==> config.mk <==
export PLATFORM = sky130hd
export DESIGN_NAME = whack_score_keeper
export DESIGN_NICKNAME = d
export VERILOG_FILES = /design/src/rtl/whack_pkg.sv /design/src/rtl/whack_score_keeper_seg7_decode.sv /design/src/rtl/whack_score_keeper.sv
export SDC_FILE = /design/constraint.sdc
export NUM_CORES = 1
export LEC_CHECK = 0
export CAP_MARGIN = 10
export CORE_MARGIN = 8
export CORE_UTILIZATION = 40
export CTS_CLUSTER_SIZE = 25
export DETAILED_ROUTE_END_ITERATION = 8
export MAX_ROUTING_LAYER = met4
export PLACE_DENSITY = 0.69
export SETUP_SLACK_MARGIN = 0.05
export SLEW_MARGIN = 30
export SYNTH_ARGS = -nofsm -noshare
export SYNTH_HDL_FRONTEND = slang
export SYNTH_HIERARCHICAL = 1
export SYNTH_SLANG_ARGS = --single-unit
==> constraint.sdc <==
create_clock -name clk -period 2.2 [get_ports clk]
set_input_delay 0.55 -clock clk [delete_from_list [all_inputs] [get_ports clk]]
set_output_delay 0.55 -clock clk [all_outputs]
set_load 0.02 [all_outputs]
==> src/rtl/whack_pkg.sv <==
// whack_pkg: game state type, 7-segment pattern table and saturating 2-digit BCD helpers.
package whack_pkg;
  typedef enum logic [1:0] {IDLE, PLAY, OVER} state_t;
  localparam logic [6:0] SEG_BLANK = 7'b0000000;
  localparam logic [6:0] SEG_DIGIT [0:9] = '{
    7'b0111111, 7'b0000110, 7'b1011011, 7'b1001111, 7'b1100110,
    7'b1101101, 7'b1111101, 7'b0000111, 7'b1111111, 7'b1101111
  };
  function automatic logic [7:0] bcd_inc(input logic [7:0] v);
    return (v == 8'h99) ? v :
           (v[3:0] == 4'd9) ? {v[7:4] + 4'd1, 4'd0} : {v[7:4], v[3:0] + 4'd1};
  endfunction
  function automatic logic [7:0] bcd_dec(input logic [7:0] v);
    return (v == 8'h00) ? v :
           (v[3:0] == 4'd0) ? {v[7:4] - 4'd1, 4'd9} : {v[7:4], v[3:0] - 4'd1};
  endfunction
endpackage

==> src/rtl/whack_score_keeper_seg7_decode.sv <==
// seg7_decode: combinational BCD digit to {g,f,e,d,c,b,a} segments; non-decimal codes blank.
module seg7_decode
  import whack_pkg::*;
(
  input  logic [3:0] bcd_i,
  output logic [6:0] seg_o
);
  assign seg_o = (bcd_i <= 4'd9) ? SEG_DIGIT[bcd_i] : SEG_BLANK;
endmodule

==> src/rtl/whack_score_keeper.sv <==
// whack_score_keeper: score/round controller with a multiplexed 2-digit 7-segment display.
// Optional WHACK_MISS_PENALTY_EN: a button press on a dark lamp costs one point.
module whack_score_keeper
  import whack_pkg::*;
#(
  parameter int MAX_MOLES   = 20,
  parameter int DIGIT_TICKS = 8
) (
  input  logic       clk,
  input  logic       rst_n,
  input  logic       start_i,
  input  logic [2:0] mole_i,
  input  logic [2:0] btn_rise_i,
  input  logic       hit_i,
  output logic [6:0] seg_o,
  output logic       dp_o,
  output logic       game_over_o
);
  localparam int TW = (DIGIT_TICKS > 1) ? $clog2(DIGIT_TICKS) : 1;
  localparam logic [7:0] MAX_CNT = 8'(MAX_MOLES);
  state_t state_q, state_d;
  logic [7:0] score_q, score_d, cnt_q, cnt_d;
  logic [2:0] mole_q;
  logic armed_q, armed_d, sel_q, dp_q, over_q;
  logic [TW-1:0] tick_q;
  logic [6:0] seg_q, seg_w;
  logic new_mole, miss, tick_wrap;
  assign new_mole  = (mole_i != mole_q) && (mole_i != 3'b000);
  assign tick_wrap = tick_q == TW'(DIGIT_TICKS - 1);
`ifdef WHACK_MISS_PENALTY_EN
  assign miss = |(btn_rise_i & ~mole_i);
`else
  logic unused_btn;
  assign unused_btn = ^btn_rise_i;
  assign miss = 1'b0;
`endif
  // The hit is judged against the arm state held before this cycle's new mole re-arms it.
  always_comb begin
    state_d = state_q;
    score_d = score_q;
    cnt_d   = cnt_q;
    armed_d = armed_q;
    if (start_i) begin
      state_d = PLAY;
      score_d = 8'h00;
      cnt_d   = 8'd0;
      armed_d = 1'b0;
    end else if (state_q == PLAY) begin
      score_d = hit_i ? (armed_q ? bcd_inc(score_q) : score_q) : (miss ? bcd_dec(score_q) : score_q);
      armed_d = armed_q & ~hit_i;
      if (new_mole && cnt_q < MAX_CNT) begin
        cnt_d   = cnt_q + 8'd1;
        armed_d = 1'b1;
      end else if (new_mole) begin
        state_d = OVER;
      end
    end
  end
  seg7_decode u_dec (
    .bcd_i(sel_q ? score_q[7:4] : score_q[3:0]),
    .seg_o(seg_w)
  );
  always_ff @(posedge clk) begin
    if (!rst_n) begin
      state_q <= IDLE;
      score_q <= 8'h00;
      cnt_q   <= 8'd0;
      armed_q <= 1'b0;
      mole_q  <= 3'b000;
      over_q  <= 1'b0;
      tick_q  <= '0;
      sel_q   <= 1'b0;
      seg_q   <= SEG_DIGIT[0];
      dp_q    <= 1'b0;
    end else begin
      state_q <= state_d;
      score_q <= score_d;
      cnt_q   <= cnt_d;
      armed_q <= armed_d;
      mole_q  <= mole_i;
      over_q  <= state_d == OVER;
      tick_q  <= tick_wrap ? '0 : tick_q + 1'b1;
      sel_q   <= sel_q ^ tick_wrap;
      seg_q   <= seg_w;
      dp_q    <= sel_q;
    end
  end
  assign seg_o       = seg_q;
  assign dp_o        = dp_q;
  assign game_over_o = over_q;
endmodule
==> flow_summary.json <==
{
  "synth-edff-count": 0,
  "power.switching_uw": 278,
  "grt.overflow.total": 0,
  "num_antenna_cells": 0,
  "final_util_pct": 51.8,
  "cts_resized": 0,
  "wl_per_cell_um": 12.8,
  "required_ps": 2410,
  "p_sw_share_pct": 20.9,
  "gp_congestion": 0.815,
  "drtIter0Drc": 59,
  "synth_seq_area_share_pct": 41.3,
  "intPower_mw": 1.05,
  "synth_seq_cells": 35,
  "end_kind": "flip-flop",
  "dieArea_sq_mm": 0.00659,
  "irDropWorstVdd_uv": 407,
  "slowest_stage": "clkdlybuf4s50_1",
  "clock-sinks": 35,
  "drt-pass1-iter-count": 4,
  "drive_above_1_share_pct": 15.4,
  "yosys_warnings": 6,
  "fillers": 395,
  "post_cts_buffers": 0,
  "combPwrFrac_pct": 6.1,
  "hold_buffers": 0,
  "netlist_area_sq_mm": 0.00170,
  "hpwlAfterDp_mm": 2.43,
  "slowest_delay_ps": 500,
  "routed_wl_mm": 3.37,
  "hp-class": "reg -> reg",
  "start_util_pct": 41.8,
  "clk_pin_slew_ps": 70,
  "p_leak_nw": 0.834,
  "seq_power_share_pct": 49.1,
  "fmax_mhz": 502,
  "grt_usage_pct": 11.7,
  "pwr_density_cell_mw_per_mm2": 634,
  "place_area_sq_mm": 0.00198,
  "fin_area_sq_mm": 0.00210,
  "period_needed_ps": 1990,
  "cts_tree": "done",
  "ys.flop_type": "dfxtp_1",
  "ys_top_cells_by_area": "dfxtp_1 (41%), ha_1 (7.4%), nand2b_1 (4.1%)",
  "io_buffer_count": 15,
  "slew_headroom_pct": 69.3,
  "grt_pass1_wl_mm": 5.89,
  "routed_via_density": 5.06,
  "status": "finished, final reports clean",
  "path_buf_inv": 2,
  "fp.dieH_um": 81.2,
  "postRouteAntennaNets": 0,
  "power.clock.fraction_pct": 44.9,
  "multi_input_area_sq_um": 951,
  "synth.distinct_cells": 48,
  "core_sq_mm": 0.00406,
  "grt_max_degree": 15,
  "clockBufferDepth": 2,
  "finalNonFillerCells": 264,
  "p_total_mw": 1.33,
  "synth_top_area_share_pct": 41.3,
  "finalMaxSlewViolations": 0,
  "setup_tns_ps": 0,
  "critPathLaunchType": "input pin",
  "htree_levels": 2,
  "clockRootBuffer": "clkbuf_8",
  "hold_violations": 0,
  "max_cap_violations": 0,
  "vias": 1336,
  "rsz0062_at_grt": "false",
  "post-route-drc-count": 0,
  "tightest_slew_ps": 460,
  "grt_pass1_vias": 1330,
  "post-route-period-util_pct": 90.5,
  "yosys.area.top_type": "dfxtp_1",
  "antenna_found_initial": 0,
  "regArea_sq_um": 701,
  "rows": 23,
  "cp_max_fo": 7,
  "avgSynthCellArea_sq_um": 9.23,
  "layout_commonest_cell": "dfxtp_1",
  "async_flop_share_pct": 0,
  "critPathTopFamily": "buffers and inverters",
  "path_class": "in -> reg",
  "fin_nets": 233,
  "skew_ps": 2.40,
  "dp_cells": 256,
  "numCtsBuffers": 5,
  "area_delta_synth_final_pct": 23.8,
  "mostFrequentLayoutCells": "dfxtp_1 (35), clkdlybuf4s50_1 (15), nor2_1 (14)",
  "critPathArrivalTime_ps": 2200,
  "top_level_ports": 19,
  "worstSkewPairLatency_ps": 290,
  "cp_cell_sequence": "clkdlybuf4s50_1, nand3_1, o21ai_0, a32o_1, buf_4, nor3_1, mux2i_1",
  "syn_inst": 184,
  "setup_viol": 0,
  "fp.dieW_um": 81.2,
  "synth_nets": 204
}
## metrics by stage
stage	hold WS, ps	setup slack [ps]
2_1_floorplan	405	408
3_3_place_gp	422	-105
3_5_place_dp	425	-82.0
4_1_cts	436	207
5_1_grt	464	72.1
6_report	439	209
## state kept, by name, indices dropped and copies added (netlist names)
register     cells
armed_q          1
tick_q           3
dp_o             1
sel_q            1
state_q          2
game_over_o      1
cnt_q            8
seg_o            7
score_q          8
mole_q           3
## metal layers
layer  GRT usage (%)  wire, um
met5               -         0
met3            4.53       162
met4            5.36        59
met1            13.3      1630
met2            17.9      1510
## synthesized netlist by cell type, drive strengths merged, types with 5 or more instances
library cell	count
dfxtp	35
nor2	14
nand2	13
and2	12
nand2b	11
a21oi	10
ha	10
o21ai	8
inv	6
nand3	5
nor3	5
## kinds of logic (layout without fill, tap and decap cells)
family,Yosys count,count (layout),synth area share [%]
flops,35,35,41.3
buf+inv,12,42,2.73
compound gates,31,31,12.6
xor+xnor,5,5,2.58
mux,8,8,5.01
simple gates,83,83,28.4
fa+ha+maj,10,10,7.37
## power groups by stage
stage | Clock [mW] | Combinational, mW | Sequential, mW
after global placement | 0 | 0.0796 | 0.667
after floorplan | 0 | 0.0411 | 0.666
final | 0.598 | 0.0807 | 0.653
after CTS | 0.615 | 0.0815 | 0.653
after global routing | 0.642 | 0.0899 | 0.655
after detailed placement | 0 | 0.0808 | 0.668
## final timing paths
check,cells past startpoint,to,start,slack [ps]
hold reg to reg,1,tick_q[0],tick_q[0],440
setup reg to reg,7,seg_o[0],sel_q,270
setup / recovery,7,cnt_q[3],mole_i[0],210
hold / removal,1,tick_q[0],tick_q[0],440
## final cells by class
type,count,share of cell area [%]
sequential,35,33.3
timing repair buffer,28,11.8
tap,50,2.98
inverter,6,1.07
clock inverter,2,1.67
clock buffer,6,3.93
multi-input combinational,137,45.2
Note: power is estimated with default switching activity, not from simulation.
